<file path="src/rtl/score_display_mux.sv">
// score_display_mux: drives a 4-digit common-anode 7-segment display as
// [P1][-][-][P2]. The scores come from another clock domain and are resynchronised
// here. Each player's digit flashes for a while after that player's score changes.
// Handshake note: there is no valid/ready traffic here; the scores are level
// signals and are sampled every clock.
module score_display_mux #(
   parameter int SCAN_DIV     = 100_000,
   parameter int FLASH_HALF   = 5_000_000,
   parameter int FLASH_PHASES = 6
) (
   input  logic       clk,
   input  logic       reset,
   input  logic [3:0] p1_score,
   input  logic [3:0] p2_score,
   input  logic       en,
   output logic [3:0] an,
   output logic [6:0] seg,
   output logic       dp
);

   localparam int PW  = (SCAN_DIV > 1) ? $clog2(SCAN_DIV) : 1;
   localparam int CW  = $clog2(FLASH_HALF + 1);
   localparam int PHW = $clog2(FLASH_PHASES + 1);

   localparam logic [6:0] SEG_DASH = 7'b0111111;

   // Player index 0 is P1 and player index 1 is P2.
   logic [3:0]     sc_in     [2];
   logic [3:0]     s1        [2];
   logic [3:0]     s2        [2];
   logic [3:0]     s3        [2];
   logic [3:0]     held      [2];
   logic [3:0]     held_prev [2];

   logic           fl_active [2];
   logic [PHW-1:0] fl_phase  [2];
   logic [CW-1:0]  fl_cnt    [2];
   logic [1:0]     blank;

   logic [PW-1:0]  prescale;
   logic [1:0]     idx;

   logic [3:0]     an_d;
   logic [6:0]     seg_d;

   assign sc_in[0] = p1_score;
   assign sc_in[1] = p2_score;
   assign dp       = 1'b1;

   // Active-low gfedcba segment patterns. Values 10..15 show 'E'.
   function automatic logic [6:0] seg_decode(input logic [3:0] v);
      logic [6:0] r;
      case (v)
         4'd0:    r = 7'b1000000;
         4'd1:    r = 7'b1111001;
         4'd2:    r = 7'b0100100;
         4'd3:    r = 7'b0110000;
         4'd4:    r = 7'b0011001;
         4'd5:    r = 7'b0010010;
         4'd6:    r = 7'b0000010;
         4'd7:    r = 7'b1111000;
         4'd8:    r = 7'b0000000;
         4'd9:    r = 7'b0010000;
         default: r = 7'b0000110;
      endcase
      return r;
   endfunction

   // Three-flop resync; held only takes a value that looked the same on two samples.
   always_ff @(posedge clk or posedge reset) begin
      if (reset) begin
         for (int p = 0; p < 2; p++) begin
            s1[p]        <= '0;
            s2[p]        <= '0;
            s3[p]        <= '0;
            held[p]      <= '0;
            held_prev[p] <= '0;
         end
      end else begin
         for (int p = 0; p < 2; p++) begin
            s1[p]        <= sc_in[p];
            s2[p]        <= s1[p];
            s3[p]        <= s2[p];
            if (s2[p] == s3[p]) held[p] <= s3[p];
            held_prev[p] <= held[p];
         end
      end
   end

   // Scan prescaler and digit index; they run regardless of en.
   always_ff @(posedge clk or posedge reset) begin
      if (reset) begin
         prescale <= '0;
         idx      <= '0;
      end else if (prescale == PW'(SCAN_DIV - 1)) begin
         prescale <= '0;
         idx      <= idx + 2'd1;
      end else begin
         prescale <= prescale + PW'(1);
      end
   end

   // Flash timers. A held change (re)starts the timer. The timer stops after the last phase.
   always_ff @(posedge clk or posedge reset) begin
      if (reset) begin
         for (int p = 0; p < 2; p++) begin
            fl_active[p] <= 1'b0;
            fl_phase[p]  <= '0;
            fl_cnt[p]    <= '0;
         end
      end else begin
         for (int p = 0; p < 2; p++) begin
            if (held[p] != held_prev[p]) begin
               fl_active[p] <= 1'b1;
               fl_phase[p]  <= '0;
               fl_cnt[p]    <= '0;
            end else if (fl_active[p]) begin
               if (fl_cnt[p] == CW'(FLASH_HALF - 1)) begin
                  fl_cnt[p]   <= '0;
                  fl_phase[p] <= fl_phase[p] + PHW'(1);
                  if (fl_phase[p] == PHW'(FLASH_PHASES - 1)) fl_active[p] <= 1'b0;
               end else begin
                  fl_cnt[p] <= fl_cnt[p] + CW'(1);
               end
            end
         end
      end
   end

   // A player's digit is dark during the even phases of an active flash.
   always_comb begin
      blank = 2'b00;
      for (int p = 0; p < 2; p++) begin
         blank[p] = fl_active[p] & ~fl_phase[p][0];
      end
   end

   // Choose the anode and segment pattern for the digit now being scanned.
   always_comb begin
      an_d  = 4'b1111;
      seg_d = SEG_DASH;
      case (idx)
         2'd3: begin
            seg_d = seg_decode(held[0]);
            if (en && !blank[0]) an_d = 4'b0111;
         end
         2'd2: begin
            if (en) an_d = 4'b1011;
         end
         2'd1: begin
            if (en) an_d = 4'b1101;
         end
         default: begin
            seg_d = seg_decode(held[1]);
            if (en && !blank[1]) an_d = 4'b1110;
         end
      endcase
   end

   // Register the display outputs so they are glitch-free.
   always_ff @(posedge clk or posedge reset) begin
      if (reset) begin
         an  <= 4'b1111;
         seg <= 7'h7F;
      end else begin
         an  <= an_d;
         seg <= seg_d;
      end
   end

endmodule

</file>
<file path="config.mk">
export PLATFORM = sky130hd
export DESIGN_NAME = score_display_mux
export DESIGN_NICKNAME = d
export VERILOG_FILES = /design/src/rtl/score_display_mux.sv
export SDC_FILE = /design/constraint.sdc
export NUM_CORES = 1
export LEC_CHECK = 0
export CORE_MARGIN = 3
export CORE_UTILIZATION = 60
export DETAILED_ROUTE_END_ITERATION = 8
export PLACE_DENSITY = 0.87
export SKIP_LAST_GASP = 1
export SYNTH_ARGS = -nofsm -noshare
export SYNTH_HDL_FRONTEND = slang
export SYNTH_SLANG_ARGS = --single-unit
</file>
<file path="constraint.sdc">
create_clock -name clk -period 4.6 [get_ports clk]
set_clock_uncertainty 0.1 [all_clocks]
set_input_delay 0.46 -clock clk [delete_from_list [all_inputs] [get_ports clk]]
set_output_delay 0.46 -clock clk [all_outputs]
set_load 0.02 [all_outputs]
</file>
-- Word-level counts from Yosys, hierarchy flattened
Memories as Yosys holds them, arrays and structs flattened.
Cells that the tools add are included.
Widths: inputs -> output; s select.
- eq/ne operators: 12
- bitwise logic cells: 4
- mux-type cells: 27
- reductions and logical operators: 11
- add/sub/neg operators: 6
- operators with widths (operator ; count):
    $mux 23 ; 6
    $add 23x1->23 const B ; 2
    $eq 23x23->1 const B ; 2
    $mux 3 ; 7
    $add 17x1->17 const B ; 1
    $eq 17x17->1 const B ; 1
    $mux 17 ; 1
    $pmux 7 s2 ; 1
    $pmux 4 s3 ; 1
    $mux 1 ; 9
    $eq 4x4->1 ; 2
    $ne 4x4->1 ; 2
    $reduce_bool 2->1 ; 4
    $add 3x1->3 const B ; 2
    $eq 3x3->1 const B ; 2
    $eq 2x2->1 const B ; 2
    $mux 4 ; 1
    $reduce_and 2->1 ; 2
    $add 2x1->2 const B ; 1
    $and 1x1->1 ; 2
    $eq 2x1->1 const B ; 1
    $logic_and 1x1->1 ; 2
    $logic_not 1->1 ; 2
    $mux 2 ; 1
    2 further kinds ; 3
- register bits: 124
- bits in read-only memories: 224
- memories: 2
- input bits: 11
- memory list (memory ; depth ; bits a word ; rd ports ; clocked after Yosys merged registers in ; wr ports ; RTL line ; text):
    (name not given) ; 16 ; 7 ; 1 ; 0 ; 0 ; 53 ; case (v)
    (name not given) ; 16 ; 7 ; 1 ; 0 ; 0 ; 53 ;

-- Depth between registers and ports, before layout
- word-level depth: 6
- mapped depth: 8
- mapped depth without buffers: 6

-- Least setup slack after synthesis
Ideal clock, no wire load.
- kind: register to register
- start point: register prescale[12]
- end point: register idx[1]
- path buffers: 0
- slack: 2.556 ns
- period minus slack after synthesis: 2.044 ns
- arrival time: 1.819 ns
- setup time: 0.125 ns
- required time: 4.375 ns
- cell stages (with the launch flop): 5
- cell sequence: dfrtp_1 > or4b_2 > nor4b_1 > and4_1 > mux2_2
- cells in the longest elaborated chain, start to end: 1
- ends and longest elaborated chain (item ; RTL line ; text):
    from (decl) ; 40 ; logic [PW-1:0] prescale;
    from (signal assigned) ; 99 ; prescale <= prescale + PW'(1);
    $eq 17x17->1 ; 95 ; end else if (prescale == PW'(SCAN_DIV - 1)) begin
    to (signal assigned) ; 97 ; idx <= idx + 2'd1;
    to (decl) ; 41 ; logic [1:0] idx;
No other way between the ends.
A chain may end at the register's enable or synchronous reset.

-- Final worst setup path
- start point: register fl_active[1] (netlist name)
- end point: register fl_cnt[38] (netlist name)
- cells in the longest elaborated chain, start to end: 1
- ends and longest elaborated chain (item ; RTL line ; text):
    from (decl) ; 35 ; logic fl_active [2];
    from (signal, indexed assignment) ; 107 ; fl_active[p] <= 1'b0;
    from (signal, indexed assignment) ; 114 ; fl_active[p] <= 1'b1;
    from (signal, indexed assignment) ; 121 ; if (fl_phase[p] == PHW'(FLASH_PHASES - 1)) fl_active[p] <= 1'b0;
    $reduce_bool 2->1 (no source line) ; - ;
    to (signal, indexed assignment) ; 123 ; fl_cnt[p] <= fl_cnt[p] + CW'(1);
    to (decl) ; 37 ; logic [CW-1:0] fl_cnt [2];
No other way between the ends.

==> results by group <==
Outcome
  • Status: finished, final reports clean

Cells and area
  • Fin util: 71.5%
  • Design Area, Final: 0.00708 sq mm
  • Area Overhead vs Synth: 14.4%
  • ANT cells: 0
  • Final net count: 641
  • Fraction of layout cells with a size suffix above 1: 10.3%

Timing
  • Period utilization: 59.0%
  • Final Hold Fails: 0
  • Peak Freq: 0.369 GHz
  • Sum of negative setup slack: 0 ns
  • Pins over their slew limit: 0
  • Post-layout min period: 2.71 ns
  • Hold Slack: 0.248 ns
  • Slew @ Worst Pin: around 1.0 ns
  • Rel. slew slack: 31.7%
  • Final setup violation count: 0
  • RSZ-0062 raised after global routing: false

Global routing
  • GRT Total Usage: 23.1%
  • Initial antenna violation count: 0
  • First-pass GRT wire length: 21100 um
  • Gr ovfl total: 0
  • M1 GR Usage: a little under 30%
  • Vias in the first global route: 4506
  • GR met2 Demand/Resource: between 30% and 40%
  • Largest net degree at the start of global routing: 74
  • Gr busiest metal: met2
  • Met3 Use GR: 5.52%

Floorplanning
  • Die ar.: 0.0116 sq mm
  • Initial Util: 62.5%
  • Die Wd: 108 um
  • Core Rows: 36
  • # IOs: 23
  • Area of the core: 0.00991 sq mm
  • Die Ht: 108 um

Yosys
  • Syn avg cell area: roughly 10 sq um
  • Synth Register Bits: between 100 and 150
  • Post-synth top flop: dfrtp_1
  • Synth async-reset ratio: 100%
  • Synthesized instance count: 595
  • Syn nets: 628
  • Unique masters post-synth: 56
  • Synth area leader: dfrtp_1
  • Mapped Area: just over 0.006 sq mm
  • Dominant cell by count in the synthesized netlist: dfrtp_1
  • Number of synthesized flops with an enable pin: 0
  • Synth top area share: 45.7%
  • Synth warn: 0
  • Synth top area cells: dfrtp_1 (46%), dfstp_2 (4.7%), ha_1 (4.4%)
  • Post-synthesis sequential area ratio: 50.3%
  • Post-synth top cells: dfrtp_1 (113), nand2_1 (45), o21ai_0 (38)

CTS
  • CTS tree: built
  • Total CTS buffers: 17
  • # hold bufs at CTS: 0
  • Clock Latency Late Sink: 0.52 ns
  • Post-CTS sizing: 0
  • Clock sink total: 124
  • # H-tree levels: 4
  • Setup bufs post-CTS: 0
  • Clk slew on worst S/H paths: about 0.060 ns
  • Clk buf depth: 2
  • Clock root cell: clkbuf_8

Route
  • DR vias/cell: 6.16
  • Drt first pass iters: 5
  • Final WL: between 10000 and 15000 um
  • Wire length per cell: 16.5 um
  • Initial drt markers: about 320
  • Via count: 4648
  • Remaining DRCs: 0
  • ANT nets after route: 0

Worst setup path
  • Arr. time, crit path: 2.98 ns
  • WS Path Type: flop to flop
  • CP Launch Point: fl_active[1]$_DFF_PP0_
  • Worst Path Required: 4.86 ns
  • Worst Setup End Kind: flop
  • CP Launch Type: flop
  • Reg2Reg Launch Point: fl_active[1]$_DFF_PP0_
  • Crit-path max FO: 19

Pwr
  • Pleak: 2.76 nW
  • Internal power: 2.39 mW
  • Pwr Total: 3.29 mW
  • Power Dens Cells: 465 mW/mm^2
  • Comb pwr share: 17.7%
  • Sw frac: 27.3%
  • Switch Pwr: 901 uW
  • Flop pwr share: between 40 and 50%
  • Clock share of power: a little over two fifths
  • Maximum VDD drop: 0.000372 V

Placed design
  • Post-detail-place hpwl: slightly above 8000 um
  • RePlAce Congestion: 0.874
  • I/O Buffers: 21
  • Placed instance area: 0.00646 sq mm

Hold path
  • Hold Crit Class: flop to flop
  • Hold Path Origin: s1[0]$_DFF_PP0_

Run
  • Maxcap violations: 0
## final cells by class
| cell class | instances | area [sq um] |
|---|---|---|
| Tap cell | 133 | 166 |
| Multi-Input combinational cell | 413 | 2840 |
| Clock buffer | 25 | 484 |
| Clock inverter | 7 | 135 |
| Timing Repair Buffer | 24 | 233 |
| Inverter | 28 | 108 |
| Sequential cell | 124 | 3120 |
| Fill cell | 670 | 2830 |
## per-layer routing
layer | vias to the layer above | routed length, um | share of wire, %
li1 | 2178 | - | -
met1 | 2290 | 5350 | 43
met2 | 148 | 6190 | 50
met3 | 32 | 546 | 4.4
met4 | 0 | 323 | 2.6
met5 | - | 0 | 0
## kinds of logic after synthesis
group,after synthesis,synth area share [%]
AOI/OAI and AO/OA,122,12.4
other,1,0.0606
xor gates and xnor gates,43,6.08
muxes,29,4.89
and+or+nand+nor,196,17.8
buffers and inverters,58,3.96
DFF,124,50.3
adders and majority gates,22,4.45
## flip-flops by register name, summed over array words and instances, names as in the netlist
register	flops
s1	8
fl_cnt	46
held_prev	8
seg	7
held	8
idx	2
s2	8
fl_phase	6
an	4
s3	8
fl_active	2
prescale	17
## stage by stage
| step | cells | setup slack, ns |
|---|---|---|
| floorplan | 595 | 0.759 |
| global placement | 722 | 2.14 |
| detailed placement | 722 | 2.01 |
| CTS | 754 | 1.95 |
| global route | 754 | 1.70 |
| finish | 754 | 1.89 |
## cells in the final DEF, fill, tap and decap left out, drive strengths merged, types with 3 or more instances in the layout
cell	n
and3	8
nor4	5
bufinv	4
o21ai	39
o31ai	3
ha	22
nor4b	5
mux2i	19
and4	11
nand4	20
nor2b	4
clkdlybuf4s50	21
clkinv	4
a2111oi	6
xnor2	26
buf	3
or4	5
mux2	10
dfstp	11
nand2	45
a211oi	10
a31oi	4
a21oi	25
or3	11
inv	27
nor3	11
o211ai	24
nand3	26
nor2	23
clkbuf	25
dfrtp	113
xor2	17
nand2b	12
## worst max-delay path, cell delays in order (launching register included)
cell      delay (ns)
dfrtp_1         0.51
clkinv_1        0.52
or3_2           0.79
o21ai_0         0.50
a21oi_1         0.13
## power by group through the flow
| stage | registers (mW) | clock network (mW) | logic (mW) |
|---|---|---|---|
| 3_3_place_gp | 1.34 | 0 | 0.557 |
| 2_1_floorplan | 1.34 | 0 | 0.412 |
| 4_1_cts | 1.33 | 1.41 | 0.586 |
| 6_report | 1.33 | 1.38 | 0.583 |
| 3_5_place_dp | 1.35 | 0 | 0.583 |
| 5_1_grt | 1.35 | 1.45 | 0.649 |
## final timing paths
check | endpoint | slack, ns | cells past startpoint
setup reg to reg | fl_cnt[38]$_DFFE_PP0P_ | 1.89 | 4
min in group asynchronous | fl_cnt[16]$_DFFE_PP0P_ | 0.39 | 2
max in group asynchronous | an[0]$_DFF_PP1_ | 3.08 | 3
hold reg to reg | s2[0]$_DFF_PP0_ | 0.25 | 0
setup / recovery | fl_cnt[38]$_DFFE_PP0P_ | 1.89 | 4
hold / removal | s2[0]$_DFF_PP0_ | 0.25 | 0
Note: power is estimated with default switching activity, not from simulation.
